### src/rtl/tia_horizontal_decode.sv
// tia_horizontal_decode: decodes horizontal LFSR states into sync, blank, burst, centre and step-count outputs
module tia_horizontal_decode #(
  parameter logic [5:0] SHS_PAT  = 6'b111100,
  parameter logic [5:0] RHS_PAT  = 6'b110111,
  parameter logic [5:0] RCB_PAT  = 6'b001111,
  parameter logic [5:0] RHB_PAT  = 6'b011101,
  parameter logic [5:0] LRHB_PAT = 6'b010111,
  parameter logic [5:0] CNT_PAT  = 6'b101100
) (
  input  logic       clk,
  input  logic       rstl,
  input  logic       hstep,
  input  logic       a,
  input  logic       b,
  input  logic       c,
  input  logic       d,
  input  logic       e,
  input  logic       f,
  input  logic       shb,
  input  logic       hmove,
  output logic       hsync,
  output logic       hblank,
  output logic       cb,
  output logic       hmove_l,
  output logic       cnt,
  output logic [6:0] hcount
);
  logic [5:0] pat;
  logic       dec;
  logic       rhb, lrhb;
  assign pat  = {a, b, c, d, e, f};
  assign dec  = hstep & ~shb;
  assign rhb  = dec & (pat == RHB_PAT) & ~hmove_l;
  assign lrhb = dec & (pat == LRHB_PAT) & hmove_l;
  always_ff @(posedge clk or negedge rstl) begin
    if (!rstl) begin
      hsync   <= 1'b0;
      hblank  <= 1'b1;
      cb      <= 1'b0;
      hmove_l <= 1'b0;
      cnt     <= 1'b0;
      hcount  <= '0;
    end else begin
      cnt     <= dec & (pat == CNT_PAT);
      hmove_l <= hmove | (hmove_l & ~lrhb);
      if (hstep & shb) begin
        hsync  <= 1'b0;
        hblank <= 1'b1;
        cb     <= 1'b0;
        hcount <= '0;
      end else if (dec) begin
        hcount <= (hcount == 7'd127) ? hcount : hcount + 7'd1;
        hsync  <= (pat == SHS_PAT) ? 1'b1 : (pat == RHS_PAT) ? 1'b0 : hsync;
        cb     <= (pat == RHS_PAT) ? 1'b1 : (pat == RCB_PAT) ? 1'b0 : cb;
        hblank <= (rhb | lrhb) ? 1'b0 : hblank;
      end
    end
  end
endmodule

### config.mk
export PLATFORM = sky130hd
export DESIGN_NAME = tia_horizontal_decode
export DESIGN_NICKNAME = d
export VERILOG_FILES = /design/src/rtl/tia_horizontal_decode.sv
export SDC_FILE = /design/constraint.sdc
export NUM_CORES = 1
export LEC_CHECK = 0
export BUFFER_PORTS_ARGS = -buffer_cell sky130_fd_sc_hd__buf_4
export CAP_MARGIN = 20
export CORE_MARGIN = 8
export CORE_UTILIZATION = 45
export DETAILED_ROUTE_END_ITERATION = 8
export HOLD_SLACK_MARGIN = 0.03
export MAX_ROUTING_LAYER = met4
export PLACE_DENSITY = 0.74
export RECOVER_POWER = 100
export SLEW_MARGIN = 20
export SYNTH_ARGS = -nofsm -noshare
export SYNTH_HDL_FRONTEND = slang
export SYNTH_SLANG_ARGS = --single-unit
### constraint.sdc
create_clock -name clk -period 3.3 [get_ports clk]
set_input_delay 0.495 -clock clk [delete_from_list [all_inputs] [get_ports clk]]
set_output_delay 0.495 -clock clk [all_outputs]
set_load 0.01 [all_outputs]
==> results of run 1 <==
[layout make-up]
class / instances / area share, %
inverters: 6 / 2.81
repair buffers: 22 / 13.6
clock buffers: 4 / 3.28
well taps: 15 / 2.34
flip-flops and latches: 12 / 37.7
multi-input cells: 47 / 40.3
[where the power goes]
group,leakage (nW),internal [mW],switching [mW]
Clock,0.0150,0.0467,0.0497
Combinational,0.162,0.0172,0.0260
Sequential,0.157,0.152,0.00656
Total,0.333,0.216,0.0822
[flip-flops by register name, summed over array words and instances, names as in the netlist]
register  count
cnt           1
hcount        7
cb            1
hsync         1
hmove_l       1
hblank        1
[worst max-delay path, delay by kind of cell (launching register included)]
family / cells / cell delay (ns)
compound gates: 1 / 0.10
fa+ha+maj: 1 / 0.22
flops: 1 / 0.41
simple gates: 2 / 0.65
[cells in the mapped netlist]
master	number
nor3_1	1
dfstp_2	1
buf_2	1
dfrtp_1	11
o2111ai_1	2
nand2b_1	2
nor4_1	1
and3_1	1
nand3_1	2
nand2_2	1
o21bai_1	1
a211oi_2	1
o21ai_0	2
a31oi_1	3
nand4b_1	1
a21oi_1	1
o311a_1	1
ha_1	1
nand3b_1	2
and4_1	1
a41oi_1	1
o211ai_1	3
or3b_1	1
nand4_1	2
nand2_1	5
inv_1	6
or4_1	2
o2bb2a_1	1
or2_1	1
or2_2	1
o21ai_1	1
o311ai_0	1
and2_1	1
o41ai_1	3
[routing by layer]
metal / global-route usage, % / up-vias / wire, um
met5: - / - / 0
met4: 4.92 / 0 / 10
met3: 2.75 / 2 / 115
met2: 19.5 / 17 / 817
met1: 16.0 / 302 / 756
li1: - / 319 / -
[final timing paths]
kind                                        from               endpoint  slack [ns]  cells past startpoint
max                        hcount[0]$_DFFE_PN0P_  hcount[1]$_DFFE_PN0P_        1.83                      4
min                                         rstl  hcount[4]$_DFFE_PN0P_        0.22                      1
max reg2reg                hcount[0]$_DFFE_PN0P_  hcount[1]$_DFFE_PN0P_        1.83                      4
min reg2reg                   hblank$_DFFE_PN1P_     hblank$_DFFE_PN1P_        0.48                      2
max in group asynchronous                   rstl      hmove_l$_DFF_PN0_        2.66                      1
min in group clk                               f          cnt$_DFF_PN0_        0.41                      2
[cells in the final DEF, fill, tap and decap left out, drive strengths merged, types with 2 or more instances in the layout]
cell / synthesis / final
a31oi: 3 / 3
buf: 1 / 7
clkbuf: 0 / 19
dfrtp: 11 / 11
inv: 6 / 6
nand2: 6 / 6
nand2b: 2 / 2
nand3: 2 / 2
nand3b: 2 / 2
nand4: 2 / 2
o2111ai: 2 / 2
o211ai: 3 / 3
o21ai: 3 / 3
o41ai: 3 / 3
or2: 2 / 2
or4: 2 / 2
[cell families (layout without fill, tap and decap cells)]
family	Yosys count	in the layout	share of synthesized area [%]
AOI/OAI and AO/OA	21	21	24.8
adders and majority gates	1	1	1.90
buffers and inverters	7	32	4.19
DFF	12	12	45.9
and+or+nand+nor	25	25	23.2
==> impl_metrics.env, run 1 <==
export IMPL_outcome="finished clean"
export IMPL_path_clk_slew_ns=0.08
export IMPL_cts_made_buffers=3
export IMPL_fin_total_pwr_mw=0.299
export IMPL_grt_ovfl_total=0
export IMPL_synth_top_area_cell="dfrtp_1"
export IMPL_rows=13
export IMPL_criticalPathCategory="flop to flop"
export IMPL_grt_pass1_wl_um=2700
export IMPL_ctsResizeCount=0
export IMPL_cts_max_path_buffers=2
export IMPL_cts_tree="done"
export IMPL_crit_path_end_kind="flop"
export IMPL_fillers=128
export IMPL_ios=23
export IMPL_synth_area_um2=657
export IMPL_finalWorstSetupSlack_ns=1.83
export IMPL_wl_per_cell_um=16.0
export IMPL_final_area_um2=801
export IMPL_start_util_pct=49.2
export IMPL_antenna_found_initial=0
export IMPL_finalNonFillerCells=106
export IMPL_cp_required_ns=3.48
export IMPL_fp_dieW_um=54.2
export IMPL_place_area_um2=836
export IMPL_fin_tns_setup_ns=0
export IMPL_grt_pass1_vias=582
export IMPL_ys_seq_area_share_pct=45.9
export IMPL_cts_sinks=12
export IMPL_drv_slew=0
export IMPL_drc=0
export IMPL_power_static_leakage_nw=0.333
export IMPL_nets=104
export IMPL_synth_cells=66
export IMPL_syn2layout_area_growth_pct=21.9
export IMPL_cp_cell_sequence="ha_1 -> nand4_1 -> or4_1 -> o211ai_1"
export IMPL_core_region_area_um2=1330
export IMPL_cts_hold_buf=0
export IMPL_finalHoldViolCount=0
export IMPL_multiInputGateArea_um2=323
export IMPL_h_tree_depth=1
export IMPL_place_hpwl_um=1330
export IMPL_firstDrtPassIters=4
export IMPL_synth_fp_nets=78
export IMPL_place_inst=102
export IMPL_cts_root_buffer="clkbuf_4"
export IMPL_clock_skew_ns=0.00532
export IMPL_drt_wl_total_um=1700
export IMPL_slew_headroom_pct=56.5
export IMPL_cts_setup_buffers=0
export IMPL_num_antenna_cells=0
export IMPL_worstMarginPinSlew_ns=0.653
export IMPL_drv_cap=0
export IMPL_cp_slowest_cell="or4_1"
export IMPL_dieArea_um2=2940
export IMPL_viasPerCell=6.04
export IMPL_io_buffers=22
export IMPL_synth_area_leaders="dfrtp_1 (42%), dfstp_2 (4.0%), o41ai_1 (4.0%), inv_1 (3.4%), o211ai_1 (3.4%)"
export IMPL_finalSetupViolations=0
export IMPL_dr_first_iter_drc_count=16
export IMPL_period_share_pct=44.7
export IMPL_utilization_pct=60.0
export IMPL_hold_class="primary input to async pin"
export IMPL_powerDensity_nw_per_um2=373
export IMPL_pre_cts_ws_ns=1.86
export IMPL_die_h_um=54.2
export IMPL_synthDistinctLibCells=34
export IMPL_rsz0062_at_grt="no"
export IMPL_cp_max_fo=5
export IMPL_cp_arrival_ns=1.65
export IMPL_drive_above_1_share_pct=14.3
export IMPL_critPathMaxStageDelay_ns=0.45
export IMPL_fin_crit_ns=1.47
export IMPL_regArea_um2=302
export IMPL_startpoint_type="flop"
export IMPL_hold_ws_ns=0.219
export IMPL_ys_seq_elements=12
export IMPL_yosys_area_top_type_share_pct=41.9
export IMPL_grt_use_total_pct=12.8
export IMPL_syn_area_per_cell_um2=9.95
export IMPL_vias=640
export IMPL_insertion_delay_ns=0.27
export IMPL_place_congestion=0.882
export IMPL_ant_nets=0
export IMPL_fmax_mhz=678
export IMPL_ir_drop_v=0.000260
export IMPL_grt_max_degree=16
export IMPL_synth_warnings=0
Power figures use the tool's default switching activity.
==> run 2, diff against run 1 <==
ABC_AREA = 1   (was unset)
CORE_UTILIZATION = 43   (was 45)
clock period = 1.33 ns   (was 3.3 ns; I/O delays follow)
==> run 2 against run 1 <==
Effect of this change: flip-flop and latch count unchanged; first-iteration DRC count down 25%; count of clock-buffer cells in the layout unchanged; area after synthesis up 5.0%; sequential power up 150%; non-clock buffer count up 7; synthesized cell count up 38%; total power rose to 2.7 times the previous value; critical path depth down 1; critical path type is now flop to primary output; clock skew down 0.0046 ns; worst setup slack worse by 1.8 ns.
==> impl_metrics.env, run 2 <==
export IMPL_grt_pass1_wl_um=3030
export IMPL_synth_area_leaders="dfrtp_1 (40%), nand2_1 (16%), nand3_1 (6.5%), inv_1 (6.5%), dfstp_2 (3.8%)"
export IMPL_nets=137
export IMPL_final_common_cell="nand2_1"
export IMPL_num_antenna_cells=0
export IMPL_start_util_pct=45.8
export IMPL_power_static_leakage_nw=0.506
export IMPL_yosysMostFrequentCell="nand2_1"
export IMPL_ios=23
export IMPL_drive_above_1_share_pct=26.6
export IMPL_dieArea_um2=3140
export IMPL_synth_area_um2=689
export IMPL_synth_cells=91
export IMPL_finalSetupViolations=0
export IMPL_fmax_mhz=763
export IMPL_cp_required_ns=1.13
export IMPL_drv_slew=0
export IMPL_io_buffers=22
export IMPL_synthTopCellsByCount="nand2_1 (30), inv_1 (12), dfrtp_1 (11)"
export IMPL_timing_rr_start="hcount[1]$_DFFE_PN0P_"
export IMPL_startpoint_type="flop"
export IMPL_crit_path_end_kind="primary output"
export IMPL_antenna_found_initial=0
export IMPL_synth_edff_count=0
export IMPL_grt_max_degree=13
export IMPL_ir_drop_v=0.000621
export IMPL_async_reset_ff_share_pct=100
export IMPL_firstDrtPassIters=4
export IMPL_place_congestion=0.866
export IMPL_die_h_um=56.0
export IMPL_largest_register="hcount"
export IMPL_synth_fp_nets=103
export IMPL_startpoint="hcount[1]$_DFFE_PN0P_"
export IMPL_p_int_mw=0.574
export IMPL_fp_dieW_um=56.0
export IMPL_synth_top_area_cell="dfrtp_1"
export IMPL_outcome="finished clean"
export IMPL_r2r_cells=7
export IMPL_h_tree_depth=1
export IMPL_finalWorstSetupSlack_ns=0.0202
export IMPL_cts_max_path_buffers=2
export IMPL_ant_nets=0
export IMPL_core_region_area_um2=1510
export IMPL_rsz0062_at_grt="yes"
export IMPL_clock_skew_ns=0.000767
export IMPL_criticalPathCategory="flop to primary output"
export IMPL_place_area_um2=890
export IMPL_pre_cts_ws_ns=-0.0264
export IMPL_synth_flop_cell="dfrtp_1"
export IMPL_p_sw_share_pct=28.1
export IMPL_drc=0
export IMPL_finalHoldViolCount=0
export IMPL_period_share_pct=98.5
export IMPL_place_hpwl_um=1360
export IMPL_synth_warnings=0
export IMPL_cts_sinks=12
export IMPL_grt_use_total_pct=11.9
export IMPL_yosys_area_top_type_share_pct=39.9
export IMPL_final_cell_mix="nand2_1 (29), buf_4 (20), inv_1 (12), dfrtp_1 (11)"
export IMPL_fin_tns_setup_ns=0
export IMPL_grt_ovfl_total=0
export IMPL_syn_area_per_cell_um2=7.58
export IMPL_dr_first_iter_drc_count=12
export IMPL_insertion_delay_ns=0.27
export IMPL_grt_pass1_vias=714
export IMPL_crit_end="hcount[1]"
export IMPL_slew_headroom_pct=55.1
export IMPL_drv_cap=0
export IMPL_cts_tree="done"
export IMPL_hold_ws_ns=0.104
export IMPL_rows=14
export IMPL_drt_wl_total_um=1790
export IMPL_r2r_end="hcount[0]$_DFFE_PN0P_"
export IMPL_syn2layout_area_growth_pct=37.9
export IMPL_worstMarginPinSlew_ns=0.674
export IMPL_ys_seq_area_share_pct=43.7
export IMPL_cp_arrival_ns=1.11
export IMPL_wl_per_cell_um=12.8
export IMPL_synthDistinctLibCells=20
export IMPL_reg2reg_slack_ns=0.05
export IMPL_viasPerCell=5.04
export IMPL_seqPwrFrac_pct=49.3
export IMPL_p_switching_mw=0.225
export IMPL_pwr_share_comb_pct=20.3
export IMPL_vias=706
export IMPL_cts_made_buffers=3
export IMPL_hold_class="primary input to flop"
export IMPL_ys_seq_elements=12
export IMPL_fin_crit_ns=1.31
export IMPL_path_clk_slew_ns=0.08
export IMPL_powerDensity_nw_per_um2=840
export IMPL_final_area_um2=951
export IMPL_cts_root_buffer="clkbuf_4"
export IMPL_cp_max_fo=3
export IMPL_largest_reg_flops=7
export IMPL_clock_power_share_pct=30.5
run 2: changes by cell type after synthesis, moves of 2 or more:
cell       previous run  this run
a31oi_1               3         0
o211ai_1              3         0
nand3b_1              2         0
nor2_1                0         6
or4_1                 2         0
xnor2_1               0         2
nand3_1               2         9
o41ai_1               3         0
nand2_1               5        30
inv_1                 6        12
nand2b_1              2         0
o21ai_1               1         4
o2111ai_1             2         0
nor2_2                0         2
run 2: kinds of logic (layout without fill, tap and decap cells):
family	count (synthesis)	in the layout	share of synthesized area, %
fa+ha+maj	1	1	1.81
compound gates	7	7	6.71
buf+inv	12	45	6.53
simple gates	56	56	37.4
xor+xnor	3	3	3.81
flops	12	12	43.7
run 2: final cells by class:
cell class / count / area [um^2]
fill: 142 / 556
multi-input combinational: 67 / 368
sequential: 12 / 302
timing repair buffer: 29 / 190
inverter: 12 / 45.0
clock buffer: 4 / 26.3
tap: 16 / 20.0
run 2: worst min-delay path by stage:
| stage | slack (ns) | end | cells past startpoint | start |
|---|---|---|---|---|
| detailed placement | 0.05 | hcount[5]$_DFFE_PN0P_ | 1 | rstl |
| global route | 0.09 | cnt$_DFF_PN0_ | 2 | b |
| global placement | 0.05 | hcount[3]$_DFFE_PN0P_ | 1 | rstl |
| floorplan | -0.1 | cb$_DFFE_PN0P_ | 0 | rstl |
| CTS | 0.09 | cnt$_DFF_PN0_ | 2 | b |
| finish | 0.10 | cnt$_DFF_PN0_ | 2 | b |
run 2: routing by layer:
layer,track usage [%],share of wire (%)
met1,12.8,44
met2,18.9,46
met3,4.57,8.5
met4,5.15,1.0
met5,-,0
run 2: metrics by stage:
step | utilization (%) | cells | power (mW)
floorplan | - | 91 | 0.454
global placement | 59.1 | 131 | 0.529
detailed placement | 59.1 | 131 | 0.534
CTS | 62.0 | 137 | 0.785
global route | 63.1 | 140 | 0.843
finish | 63.1 | 140 | 0.799
run 2: timing repair:
item,CTS,global route
pin swaps,0,4
hold endpoints to repair,12,0
resized for setup,0,5
hold buffers,1,0
setup endpoints to repair,6,6
setup buffers,1,3
run 2: power by group through the flow:
stage               combinational (mW)  sequential, mW  clock, mW
detailed placement               0.135           0.399          0
global placement                 0.133           0.396          0
CTS                              0.148           0.389      0.248
floorplan                       0.0497           0.404          0
finish                           0.162           0.394      0.243
global route                     0.178           0.395      0.269
run 2: critical path, stage by stage, from the launching register on:
cell,delay [ns]
dfrtp_1,0.42
buf_4,0.15
buf_4,0.13
buf_4,0.14
==> run 3, diff against run 2 <==
PLACE_DENSITY = 0.73   (was 0.74)
RECOVER_POWER = unset   (was 100)
==> run 3 against run 2 <==
Effect of this change: combinational power is 6% lower; clock skew is 0.0044 ns higher; count of clock-buffer cells in the layout did not move; core utilization grew 1.2 points; sequential share of layout area decreased by 0.61 points; hold slack got worse by 0.0012 ns; highest routed layer unchanged.
==> impl_metrics.env, run 3 (synthesis gave the netlist of run 2 again) <==
export IMPL_die_h_um=56.0
export IMPL_criticalPathCategory="flop to flop"
export IMPL_cp_buffers_inverters=0
export IMPL_cts_tree="done"
export IMPL_drt_wl_total_um=1740
export IMPL_num_antenna_cells=0
export IMPL_fin_crit_ns=1.33
export IMPL_min_from="b"
export IMPL_fin_total_pwr_mw=0.830
export IMPL_period_share_pct=99.6
export IMPL_drv_cap=0
export IMPL_startpoint="hcount[1]$_DFFE_PN0P_"
export IMPL_critPathMaxStageDelay_ns=0.37
export IMPL_cts_root_buffer="clkbuf_4"
export IMPL_start_util_pct=45.8
export IMPL_ios=23
export IMPL_grt_use_total_pct=11.9
export IMPL_place_congestion=0.848
export IMPL_core_region_area_um2=1510
export IMPL_path_clk_slew_ns=0.08
export IMPL_cp_required_ns=1.53
export IMPL_path_common_cell="nand2_2"
export IMPL_finalHoldViolCount=0
export IMPL_cts_made_buffers=3
export IMPL_antenna_found_initial=0
export IMPL_cts_max_path_buffers=2
export IMPL_pre_cts_ws_ns=0.00998
export IMPL_largest_reg_flops=7
export IMPL_cp_arrival_ns=1.53
export IMPL_startpoint_type="flop"
export IMPL_fp_dieW_um=56.0
export IMPL_grt_pass1_wl_um=3030
export IMPL_h_tree_depth=1
export IMPL_dr_first_iter_drc_count=15
export IMPL_cpLargestDelayFamily="simple AND/OR/NAND/NOR gates"
export IMPL_final_common_cell="nand2_1"
export IMPL_syn2layout_area_growth_pct=40.7
export IMPL_insertion_delay_ns=0.27
export IMPL_wl_per_cell_um=12.5
export IMPL_place_hpwl_um=1290
export IMPL_firstDrtPassIters=4
export IMPL_utilization_pct=64.4
export IMPL_powerDensity_nw_per_um2=856
export IMPL_slew_headroom_pct=83.5
export IMPL_io_buffers=22
export IMPL_fmax_mhz=755
export IMPL_rsz0062_at_grt="yes"
export IMPL_hold_ws_ns=0.103
export IMPL_cts_sinks=12
export IMPL_cp_cell_sequence="ha_2 -> nand2_2 -> nor2_4 -> nand2_2 -> o21ai_4 -> nand2_2 -> o21ai_2"
export IMPL_grt_ovfl_total=0
export IMPL_vias=710
export IMPL_nets=136
export IMPL_timing_rr_start="hcount[1]$_DFFE_PN0P_"
export IMPL_grt_pass1_vias=717
export IMPL_worstMarginPinSlew_ns=0.246
export IMPL_finalNonFillerCells=139
export IMPL_dieArea_um2=3140
export IMPL_cp_max_fo=6
export IMPL_place_inst=131
export IMPL_hold_class="primary input to flop"
export IMPL_cp_slowest_cell="dfrtp_1"
export IMPL_clock_skew_ns=0.00513
export IMPL_ir_drop_v=0.00103
export IMPL_ant_nets=0
export IMPL_finalSetupViolations=0
export IMPL_viasPerCell=5.11
export IMPL_drv_slew=0
export IMPL_outcome="finished clean"
export IMPL_drc=0
export IMPL_crit_path_end_kind="flop"
export IMPL_fillers=135
export IMPL_finalWorstSetupSlack_ns=0.00483
export IMPL_power_static_leakage_nw=0.510
export IMPL_rows=14
export IMPL_drive_above_1_share_pct=35.0
export IMPL_final_cell_mix="nand2_1 (28), buf_4 (27), inv_1 (12), dfrtp_1 (11), nand3_1 (9)"
export IMPL_largest_register="hcount"
export IMPL_grt_max_degree=13
## run 3: cell count changes in the layout (fill, tap and decap cells not counted), moves of 2 or more
cell and delta:
nand2_2 +3, buf_4 +7, clkbuf_1 -9, nand2_4 -2
## run 3: area by class of cell
| type | instances | area [um^2] | share of cell area [%] |
|---|---|---|---|
| clock buffers | 4 | 36.3 | 3.74 |
| inverters | 12 | 45.0 | 4.65 |
| multi-input cells | 67 | 354 | 36.5 |
| flip-flops and latches | 12 | 302 | 31.1 |
| well taps | 16 | 20.0 | 2.06 |
| repair buffers | 28 | 213 | 21.9 |
## run 3: routing by layer
layer / global-route usage, % / share of wire, % / vias up
li1: - / - / 356
met1: 12.5 / 44 / 327
met2: 18.5 / 48 / 23
met3: 4.34 / 5.9 / 4
met4: 7.22 / 2.2 / 0
met5: - / 0 / -
## run 3: what timing repair did
action	in CTS	in global routing
gates resized for setup	0	4
pin swaps	0	5
setup buffers	1	2
hold endpoints to repair	12	0
hold buffers	1	0
setup endpoints to repair	5	6
## run 3: power by group
part	internal (mW)	switching, mW	total, mW
Clock	0.166	0.122	0.288
Sequential	0.378	0.0111	0.389
Combinational	0.0738	0.0788	0.153
Total	0.618	0.212	0.830
## run 3: worst paths after layout
| check | to | slack, ns | cells past startpoint |
|---|---|---|---|
| hold / removal | cnt$_DFF_PN0_ | 0.10 | 2 |
| min in group asynchronous | hcount[3]$_DFFE_PN0P_ | 0.30 | 2 |
| setup reg to reg | hcount[3]$_DFFE_PN0P_ | 0.005 | 7 |
| hold reg to reg | cb$_DFFE_PN0P_ | 0.48 | 2 |
| setup / recovery | hcount[3]$_DFFE_PN0P_ | 0.005 | 7 |
| max in group asynchronous | hblank$_DFFE_PN1P_ | 0.79 | 2 |
## run 3: worst reg2reg max path: cells and delay by family, from the launching register on
family                   cells  cell delay, ns
AO/OA/AOI/OAI                2            0.30
flip-flops                   1            0.37
AND/OR/NAND/NOR              4            0.39
adder cells (fa/ha/maj)      1            0.21
## run 3: metrics by stage
| stage | instance area (um^2) | TNS, ns |
|---|---|---|
| 2_1_floorplan | 689 | 0 |
| 3_3_place_gp | 890 | 0 |
| 3_5_place_dp | 890 | 0 |
| 4_1_cts | 943 | 0 |
| 5_1_grt | 970 | -0.377 |
| 6_report | 970 | 0 |
